[src/rtl/gpio_pin_irq.sv]
// Pin-change interrupt stage: synchronises GPIO pins, latches per-bit edge flags
// and raises a level interrupt for masked pending flags. Sits on the 8-bit I/O bus.
module gpio_pin_irq #(
    parameter logic [7:0] IRQ_ADDRESS = 8'h04
) (
    input  logic       clk,
    input  logic       rst_n,
    input  logic [7:0] din,
    input  logic [7:0] address,
    input  logic       w_en,
    input  logic       r_en,
    output logic [7:0] dout,
    input  logic [7:0] pins,
    output logic       irq
);

    localparam logic [7:0] OffMask  = 8'd0;
    localparam logic [7:0] OffRise  = 8'd1;
    localparam logic [7:0] OffFall  = 8'd2;
    localparam logic [7:0] OffFlags = 8'd3;
    localparam logic [7:0] OffPins  = 8'd4;

    logic [7:0] mask_q, rise_q, fall_q, flags_q;
    logic [7:0] sync1_q, sync2_q, prev_q;
    logic [7:0] dout_q;
    logic       irq_q;
    logic [1:0] warmup_q;

    logic [7:0] offset;
    logic       hit;
    logic [7:0] edges;
    logic [7:0] clr;
    logic [7:0] flags_d;
    logic [7:0] rdata;

    assign offset = address - IRQ_ADDRESS;
    assign hit    = (offset <= OffPins);

    always_comb begin
        edges   = 8'h00;
        clr     = 8'h00;
        rdata   = 8'h00;
        // Edges are ignored until the synchroniser holds only post-reset samples.
        if (warmup_q == 2'd3) begin
            edges = (rise_q & sync2_q & ~prev_q) | (fall_q & ~sync2_q & prev_q);
        end
        if (w_en && (offset == OffFlags)) begin
            clr = din;
        end
        flags_d = (flags_q & ~clr) | edges;
        case (offset)
            OffMask:  rdata = mask_q;
            OffRise:  rdata = rise_q;
            OffFall:  rdata = fall_q;
            OffFlags: rdata = flags_q;
            OffPins:  rdata = sync2_q;
            default:  rdata = 8'h00;
        endcase
    end

    always_ff @(posedge clk or negedge rst_n) begin
        if (!rst_n) begin
            mask_q   <= 8'h00;
            rise_q   <= 8'h00;
            fall_q   <= 8'h00;
            flags_q  <= 8'h00;
            sync1_q  <= 8'h00;
            sync2_q  <= 8'h00;
            prev_q   <= 8'h00;
            dout_q   <= 8'h00;
            irq_q    <= 1'b0;
            warmup_q <= 2'd0;
        end else begin
            sync1_q <= pins;
            sync2_q <= sync1_q;
            prev_q  <= sync2_q;
            if (warmup_q != 2'd3) begin
                warmup_q <= warmup_q + 2'd1;
            end
            flags_q <= flags_d;
            irq_q   <= |(flags_q & mask_q);
            if (w_en) begin
                case (offset)
                    OffMask: mask_q <= din;
                    OffRise: rise_q <= din;
                    OffFall: fall_q <= din;
                    default: ;
                endcase
            end
            if (r_en && hit) begin
                dout_q <= rdata;
            end
        end
    end

    assign dout = dout_q;
    assign irq  = irq_q;

endmodule

[config.mk]
export PLATFORM = sky130hd
export DESIGN_NAME = gpio_pin_irq
export DESIGN_NICKNAME = d
export VERILOG_FILES = /design/src/rtl/gpio_pin_irq.sv
export SDC_FILE = /design/constraint.sdc
export NUM_CORES = 1
export LEC_CHECK = 0
export CORE_MARGIN = 3
export CORE_UTILIZATION = 50
export DETAILED_ROUTE_END_ITERATION = 7
export GPL_ROUTABILITY_DRIVEN = 0
export PLACE_DENSITY = 0.84
export SLEW_MARGIN = 0
export SYNTH_ARGS = -nofsm -noshare
export SYNTH_HDL_FRONTEND = slang
export SYNTH_SLANG_ARGS = --single-unit
[constraint.sdc]
create_clock -name clk -period 1.8 [get_ports clk]
set_input_delay 0.36 -clock clk [delete_from_list [all_inputs] [get_ports clk]]
set_output_delay 0.36 -clock clk [all_outputs]
set_load 0.02 [all_outputs]
Word-level counts from Yosys, hierarchy flattened
Cells that the tools add are included.
{"block": "totals", "regBits": 67, "in_bits": 28, "output_inout_bits": 9, "word_cells": 40}
{"block": "op_classes", "add_sub_neg": 2, "n_lt_le_gt_ge": 1, "n_eq_ne": 6, "muxes": 3, "bitwise": 11, "reduce_logical": 7}
{"op": "8-bit AND", "count": 6}
{"op": "8-bit case mux with 5 select lines", "count": 1}
{"op": "8-bit inverter", "count": 3}
{"op": "8-bit by 2-bit == test with 1-bit output (second input constant)", "count": 2}
{"op": "8-bit 2-to-1 mux", "count": 2}
{"op": "8-bit OR", "count": 2}
{"op": "8-bit by 1-bit == test with 1-bit output (second input constant)", "count": 1}
{"op": "8-bit by 3-bit == test with 1-bit output (second input constant)", "count": 1}
{"op": "8-bit by 3-bit less-or-equal comparator with 1-bit output (second input constant)", "count": 1}
{"op": "8-bit logical NOT", "count": 1}
{"op": "8-bit OR reduction", "count": 1}
{"op": "8-bit by 3-bit subtractor with 8-bit output (second input constant)", "count": 1}
{"op": "2-bit AND reduction", "count": 3}
{"op": "2-bit by 1-bit adder with 2-bit output (second input constant)", "count": 1}
{"op": "2-bit == test (second input constant)", "count": 1}
{"op": "1-bit logical AND", "count": 2}
{"op": "2-bit inequality test (second input constant)", "count": 1}

Longest topological paths before layout
Gate-level depths: netlist of run 1.
{"block": "logic_depth", "ltp_word": 7, "depth_mapped": 6, "depth_no_buf": 4}

Worst setup path after synthesis of run 1
Ideal clock, no wire load.
{"block": "synth_path", "kind": "input -> register", "start": "input address[4]", "end": "register fall_q[0]", "setup_time_ns": 0.125, "arrival_ns": 1.703, "t_required_ns": 1.675, "slack_ns": -0.028, "path_stages": 4, "path_buffers": 0, "path_cell_list": "or4_4 > nor3_4 > nand3_2 > mux2_2"}
{"block": "synth_via", "elab_chain_cells": 3}
{"item": "start: declaration", "line": "9", "text": "input logic [7:0] address,"}
{"item": "8-bit by 3-bit subtractor with 8-bit output", "line": "36", "text": "assign offset = address - IRQ_ADDRESS;"}
{"item": "8-bit by 2-bit == test with 1-bit output", "line": "83", "text": "case (offset)"}
{"item": "2-bit AND reduction (no source line)"}
{"item": "end signal: assignment", "line": "86", "text": "OffFall: fall_q <= din;"}
{"item": "end: declaration", "line": "23", "text": "logic [7:0] mask_q, rise_q, fall_q, flags_q;"}
No other way between the ends.
A chain may end at the register's enable or synchronous reset.

Worst setup path after layout of run 1
{"block": "layout_path", "start": "input address[1]", "end": "register dout_q[4] (netlist: dout[4])"}
{"block": "layout_via", "elab_chain_cells": 3, "word_cells_on_any_way": 9, "cone_classes": "add/sub (1); order compare (1); eq/ne (4); mux (1); reduce/logical (2)"}
{"item": "8-bit by 3-bit subtractor with 8-bit output (*)", "line": "36"}
{"item": "8-bit by 3-bit less-or-equal comparator with 1-bit output, or another cell as far along", "line": "37", "text": "assign hit = (offset <= OffPins);"}
{"item": "1-bit logical AND or 8-bit case mux with 5 select lines (tied branches)", "line": "90, 51"}
{"item": "end signal: assignment", "line": "91", "text": "dout_q <= rdata;"}
{"item": "end: declaration", "line": "25", "text": "logic [7:0] dout_q;"}
Every way passes the cells marked *; elsewhere a longest branch is shown, timed or not.

==> results.txt, run 1 <==
status - finished clean
# clock sinks - 67
setup violation total in the final timing report - 0
commonest non-fill, non-tap cells in the layout - 67 x sky130_fd_sc_hd__dfrtp_1, 31 x sky130_fd_sc_hd__clkdlybuf4s50_1, 29 x sky130_fd_sc_hd__mux2_2, 23 x sky130_fd_sc_hd__nand2_1, 18 x sky130_fd_sc_hd__buf_4
clock insertion delay at the later pin of the skew report - 340 ps
Lkg Pwr - 1.61 nW
Clock power frac - 36.3%
share of synthesized area occupied by flip-flops and latches - 61.2%
maximum count of clock buffers along a single path - 2
number of I/O port buffers - 36
WP data arrival - 2000 ps
initial antenna violation count - 0
Core Rows - 26
I/O pin count - 37
Post-Synthesis Mean Instance Area - 13.6 um2
net switching share of the total power - 25.3%
number of violations reported at the end of detailed-routing iteration 0 - 210
nets@finish - 291
part of the power in combinational logic - 14.1%
H-tree depth - 3
cell area after synthesis - 2740 um2
global-route wire length before repair - 10300 um
critical path required time - 2010 ps
sequential share of power - 49.6%
DR vias - 1974
Routed WL per cell - 18.6 um
# DRC - 0
estimated wirelength of the detail-placed design - 4250 um
average via count per standard cell - 5.86
Hold WC Path Type - input port to asynchronous set/reset pin
total overflow reported by the global router - 0
length of the first detailed-routing pass in iterations - 5
ratio of final minimum period to clock period - 99.1%
die width - 80.0 um
Crit. End Element - flop
transition time at the pin with the least slew margin - 518 ps
Design Power - 3.66 mW
crit path time final - 1780 ps
number of global-route vias before repair - 2128
Hold Worst Slack - 24.6 ps
RSZ-0062 raised after global routing - no
cell-internal power - 2.74 mW
TritonCTS clock tree - built
cell type with the largest total area after synthesis - sky130_fd_sc_hd__dfrtp_1
Sw Pwr - 927 uW
peak clock frequency supported by timing - 560 MHz
MaxCap Viol Count - 0
Max transition margin - 65.4%
area of all sequential standard cells - 1680 um2
final hold vios - 0
number of filler instances in the final layout - 378
number of cells produced by synthesis - 201
layout cell share with drive strength beyond 1 - 29.6%
Num CTS Buffers - 9
signed area change from the synthesized netlist to the final layout - 29.3%
clock transition at the registers of the reported paths - 80 ps
Die Outline Area - 6400 um2
Cell Pwr Density - 1030 nW/um2
multi-input gate area in the final layout - 1070 um2
area of the core - 5200 um2
Max Transition Viols Final - 0
initial core utilization - 52.6%
final antenna diode count - 0
die height - 80.0 um
wirelength, routed - 6260 um
net count after synthesis - 230
clock root buffer - sky130_fd_sc_hd__clkbuf_8
critical path fanouts, max - 8
Total Routing Usage GR - 21.6%
antenna viol nets, final - 0
most common cell after layout, fill and taps aside - sky130_fd_sc_hd__dfrtp_1
largest vdd supply drop - 0.000505 V
count of cell types in the netlist - 36
maximum number of pins on one net before global-route repair - 68
fraction of post-synthesis cell area in the top cell type by area - 61.2%
Layout Skew - 10.2 ps
leading cell types by total area after synthesis - sky130_fd_sc_hd__dfrtp_1 61%, sky130_fd_sc_hd__mux2_2 13%, sky130_fd_sc_hd__nand2_1 3.2%, sky130_fd_sc_hd__a22o_1 2.6%, sky130_fd_sc_hd__a222oi_1 2.2%
dpl cells - 320
CP Launch Type - input port
final cell count without fillers - 337
critical path start-end classification - input port to flop
FF+latch count, synth - 67
total number of yosys warnings - 0
[registers in the layout, summed over array words and instances, names as in the netlist]
name,cells
warmup_q,2
mask_q,8
flags_q,8
dout,8
irq,1
rise_q,8
prev_q,8
fall_q,8
sync1_q,8
sync2_q,8
[worst max-delay path, cell delays in order]
cell and delay, ps:
sky130_fd_sc_hd__clkdlybuf4s50_1 530, sky130_fd_sc_hd__buf_4 220, sky130_fd_sc_hd__mux4_2 540, sky130_fd_sc_hd__a32oi_2 230, sky130_fd_sc_hd__a21oi_1 120
[per-layer routing]
layer | routed length (um) | global-route usage [%] | vias to the layer above
met2 | 3020 | 34.3 | 97
li1 | - | - | 876
met1 | 2500 | 26.4 | 985
met3 | 562 | 7.79 | 16
met5 | 0 | 0 | -
met4 | 177 | 9.80 | 0
[kinds of logic after synthesis]
family          count (synthesis)  synth area share [%]
compound gates                 42                  11.7
xor+xnor                        1                 0.320
fa+ha+maj                       1                 0.457
buf+inv                         6                 0.914
flops                          67                  61.2
mux                            36                  15.0
simple gates                   48                  10.4
[power groups by stage]
stage,clock network [mW],logic [mW],registers (mW)
global route,1.43,0.556,1.84
finish,1.33,0.517,1.82
CTS,1.35,0.519,1.81
global placement,0,0.493,1.82
detailed placement,0,0.512,1.84
floorplan,0,0.202,1.85
[path summary, 6_finish.rpt]
check                           slack, ps                  from  cells after the start               endpoint
min in group clk                      350  sync1_q[7]$_DFF_PN0_                      0   sync2_q[7]$_DFF_PN0_
max in group asynchronous            1490                 rst_n                      2  rise_q[2]$_DFFE_PN0P_
worst max register to register        380  flags_q[6]$_DFF_PN0_                      4    dout[6]$_DFFE_PN0P_
worst min register to register        350  sync1_q[7]$_DFF_PN0_                      0   sync2_q[7]$_DFF_PN0_
worst max-delay path                   20            address[1]                      5    dout[4]$_DFFE_PN0P_
worst min-delay path                   20                 rst_n                      2  rise_q[5]$_DFFE_PN0P_
[cell usage after synthesis]
cell type,instances
sky130_fd_sc_hd__nor4_4,1
sky130_fd_sc_hd__o21ai_0,2
sky130_fd_sc_hd__nor2b_1,2
sky130_fd_sc_hd__a222oi_1,6
sky130_fd_sc_hd__a21oi_1,8
sky130_fd_sc_hd__o211a_1,1
sky130_fd_sc_hd__a22o_1,8
sky130_fd_sc_hd__a32oi_1,1
sky130_fd_sc_hd__or4_4,1
sky130_fd_sc_hd__nor4b_2,1
sky130_fd_sc_hd__dfrtp_1,67
sky130_fd_sc_hd__clkbuf_1,1
sky130_fd_sc_hd__mux2i_1,4
sky130_fd_sc_hd__mux2_2,31
sky130_fd_sc_hd__xnor2_1,1
sky130_fd_sc_hd__and2_1,1
sky130_fd_sc_hd__nand3b_1,2
sky130_fd_sc_hd__nor2_1,9
sky130_fd_sc_hd__buf_2,2
sky130_fd_sc_hd__nand3b_2,1
sky130_fd_sc_hd__nand2_1,23
sky130_fd_sc_hd__nand2b_1,1
sky130_fd_sc_hd__nor2_4,1
sky130_fd_sc_hd__nor3_4,1
sky130_fd_sc_hd__a32o_1,1
sky130_fd_sc_hd__nand4b_2,1
sky130_fd_sc_hd__buf_1,2
sky130_fd_sc_hd__o22ai_1,6
sky130_fd_sc_hd__inv_1,1
sky130_fd_sc_hd__mux4_2,1
sky130_fd_sc_hd__nand3_2,1
sky130_fd_sc_hd__nand4_1,1
sky130_fd_sc_hd__ha_1,1
sky130_fd_sc_hd__a22oi_1,5
sky130_fd_sc_hd__nor4_1,1
sky130_fd_sc_hd__o2bb2ai_1,4
[through the flow]
step	utilization, %	area, um2	TNS (ps)	setup slack (ps)
2_1_floorplan	-	2740	-435	-28.1
3_3_place_gp	63.5	3310	-16990	-523
3_5_place_dp	63.5	3310	-18430	-570
4_1_cts	68.0	3540	0	1.76
5_1_grt	68.0	3540	0	3.86
6_report	68.0	3540	0	15.7
[area by class of cell]
class,instances,area share [%]
Sequential cell,67,47.3
Clock buffer,11,3.71
Timing Repair Buffer,55,14.0
Inverter,1,0.106
Clock inverter,5,2.19
Multi-Input combinational cell,128,30.2
Tap cell,70,2.47
[what timing repair did]
item	4_1_cts	5_1_grt
endpoints found under the setup margin	32	21
buffers inserted	1	0
hold buffers	0	0
pin swaps	3	3
resized for setup	9	7
Power figures use the tool's default switching activity.
==> inputs of run 2 (changes only) <==
Settings changed: CORE_MARGIN 3 to 5, CTS_BUF_LIST set to sky130_fd_sc_hd__clkbuf_8.
==> run 2 against run 1 <==
  * Global-route usage fell by 3.2 points
  * Core utilization fell by 2.0 points
  * Maximum frequency rose by 1.6%
  * Clock power fell by 20%
  * Non-clock buffer count rose by 4
  * Via count fell by 4.3%
  * Combinational power rose by 0.8%
  * Final area rose by 0.85%
  * Highest routed layer unchanged
==> results.txt, run 2 (synthesized netlist as in run 1, its figures left out) <==
Total Routing Usage GR - 18.4% (-3.2 points)
initial core utilization - 50.6% (-1.9 points)
area of the core - 5410 um2 (+3.8%)
hold path endpoint - sync2_q[6]$_DFF_PN0_
antenna viol nets, final - 0 (unchanged)
TritonCTS clock tree - built
length of the first detailed-routing pass in iterations - 4 (-1)
CP Launch Type - input port
estimated wirelength of the detail-placed design - 4310 um (+1.5%)
Min-Delay Path Depth - 0
status - finished clean
peak clock frequency supported by timing - 570 MHz (+1.6%)
clock insertion delay at the later pin of the skew report - 330 ps (about the same)
Crit. End Element - flop
flop-to-flop setup slack - 440 ps (+60 ps)
Cell Pwr Density - 951 nW/um2 (-8.0%)
layout cell share with drive strength beyond 1 - 29.2% (-0.44 points)
number of global-route vias before repair - 2016 (-5.3%)
commonest non-fill, non-tap cells in the layout - 67 x sky130_fd_sc_hd__dfrtp_1, 31 x sky130_fd_sc_hd__clkdlybuf4s50_1, 29 x sky130_fd_sc_hd__mux2_2, 23 x sky130_fd_sc_hd__nand2_1, 19 x sky130_fd_sc_hd__buf_4
DR vias - 1889 (-4.3%)
die height - 84.0 um (+5.0%)
global-route wire length before repair - 9950 um (-3.2%)
nets@finish - 295 (+1.4%)
clock transition at the registers of the reported paths - 60 ps (-20 ps)
startpoint of the most critical hold path - sync1_q[6]$_DFF_PN0_
number of filler instances in the final layout - 390 (+3.2%)
wirelength, routed - 6010 um (-4.0%)
Die Outline Area - 7060 um2 (+10%)
ratio of final minimum period to clock period - 97.5% (-1.6 points)
initial antenna violation count - 0 (unchanged)
# DRC - 0 (unchanged)
Hold WC Path Type - flop to flop
critical path fanouts, max - 8 (unchanged)
maximum number of pins on one net before global-route repair - 32 (-53%)
Routed WL per cell - 17.5 um (-5.7%)
Final Instance Area - 3570 um2 (+0.85%)
Layout Skew - 4.04 ps (-6.19 ps)
maximum count of clock buffers along a single path - 2 (unchanged)
Num CTS Buffers - 9 (unchanged)
# clock sinks - 67 (unchanged)
final hold vios - 0 (unchanged)
startpoint of the lowest-slack register-to-register path - flags_q[6]$_DFF_PN0_
number of I/O port buffers - 36 (unchanged)
Hold Worst Slack - 349 ps (+325 ps)
signed area change from the synthesized netlist to the final layout - 30.4%
transition time at the pin with the least slew margin - 483 ps (-35.8 ps)
reg2reg path depth - 4 (unchanged)
die width - 84.0 um (+5.0%)
Lkg Pwr - 1.64 nW (+1.6%)
H-tree depth - 3 (unchanged)
start point of the critical path - address[4]
WP data arrival - 1970 ps (-30 ps)
MaxCap Viol Count - 0 (unchanged)
I/O pin count - 37 (unchanged)
worst reg2reg path endpoint - dout[6]$_DFFE_PN0P_
clock root buffer - sky130_fd_sc_hd__clkbuf_8
setup violation total in the final timing report - 0 (unchanged)
average via count per standard cell - 5.51 (-6.0%)
number of violations reported at the end of detailed-routing iteration 0 - 194 (-7.6%)
critical path required time - 2020 ps (about the same)
dpl cells - 325 (+1.6%)
crit path time final - 1760 ps (-28.7 ps)
largest vdd supply drop - 0.000517 V (+2.3%)
Max Transition Viols Final - 0 (unchanged)
Max transition margin - 67.8% (+2.4 points)
critical path start-end classification - input port to flop
total overflow reported by the global router - 0 (unchanged)
most common cell after layout, fill and taps aside - sky130_fd_sc_hd__dfrtp_1
Placed Instance Area - 3360 um2 (+1.5%)
Core Rows - 27 (+3.8%)
final antenna diode count - 0 (unchanged)
final cell count without fillers - 343 (+1.8%)
[run 2: metrics by stage]
step	power, mW	worst slack [ps]	TNS, ps	utilization, %
finish	3.40	44.4	0	66.1
global route	3.58	-3.79	-3.79	66.1
CTS	3.43	6.31	0	65.9
detailed placement	2.35	-589	-18630	62.1
global placement	2.33	-523	-17300	62.1
floorplan	2.05	-28.1	-435	-
[run 2: final cells by class]
| class | count | area (um2) | share of cell area, % |
|---|---|---|---|
| well taps | 72 | 90.1 | 2.52 |
| flip-flops and latches | 67 | 1680 | 47.0 |
| clock inverters | 5 | 21.3 | 0.596 |
| clock buffers | 11 | 151 | 4.24 |
| multi-input cells | 128 | 1070 | 30.0 |
| repair buffers | 59 | 557 | 15.6 |
| inverters | 1 | 3.75 | 0.105 |
[run 2: routing by layer]
layer | vias up | GRT usage [%] | share of wire, %
met2 | 58 | 28.4 | 49
met1 | 928 | 23.7 | 44
met4 | 0 | 10.5 | 2.0
li1 | 892 | - | -
met5 | - | 0 | 0
met3 | 11 | 4.44 | 4.9
[run 2: worst max-delay path by stage]
| stage | end | cells past startpoint |
|---|---|---|
| after floorplan | fall_q[0]$_DFFE_PN0P_ | 4 |
| after global placement | fall_q[5]$_DFFE_PN0P_ | 5 |
| after detailed placement | fall_q[5]$_DFFE_PN0P_ | 5 |
| after CTS | fall_q[6]$_DFFE_PN0P_ | 5 |
| after global routing | dout[3]$_DFFE_PN0P_ | 5 |
| final | fall_q[6]$_DFFE_PN0P_ | 5 |
[run 2: critical path: stages]
cell	delay [ps]
sky130_fd_sc_hd__clkdlybuf4s15_1	180
sky130_fd_sc_hd__or4_4	540
sky130_fd_sc_hd__nor3_4	330
sky130_fd_sc_hd__nand3_4	220
sky130_fd_sc_hd__mux2_4	350
[run 2: report_power, final]
part           total [mW]  internal [mW]  leakage, nW  switching (mW)
Combinational       0.521          0.292        0.696           0.229
Sequential           1.81           1.68        0.838           0.129
Clock                1.07          0.555        0.103           0.513
Total                3.40           2.53         1.64           0.870
[run 2: timing repair]
action,in CTS,in global routing
gates resized for setup,9,6
hold endpoints to repair,17,0
cloned,0,0
pin swaps,3,3
setup buffers,1,0
endpoints found under the setup margin,33,18
hold buffers,1,0
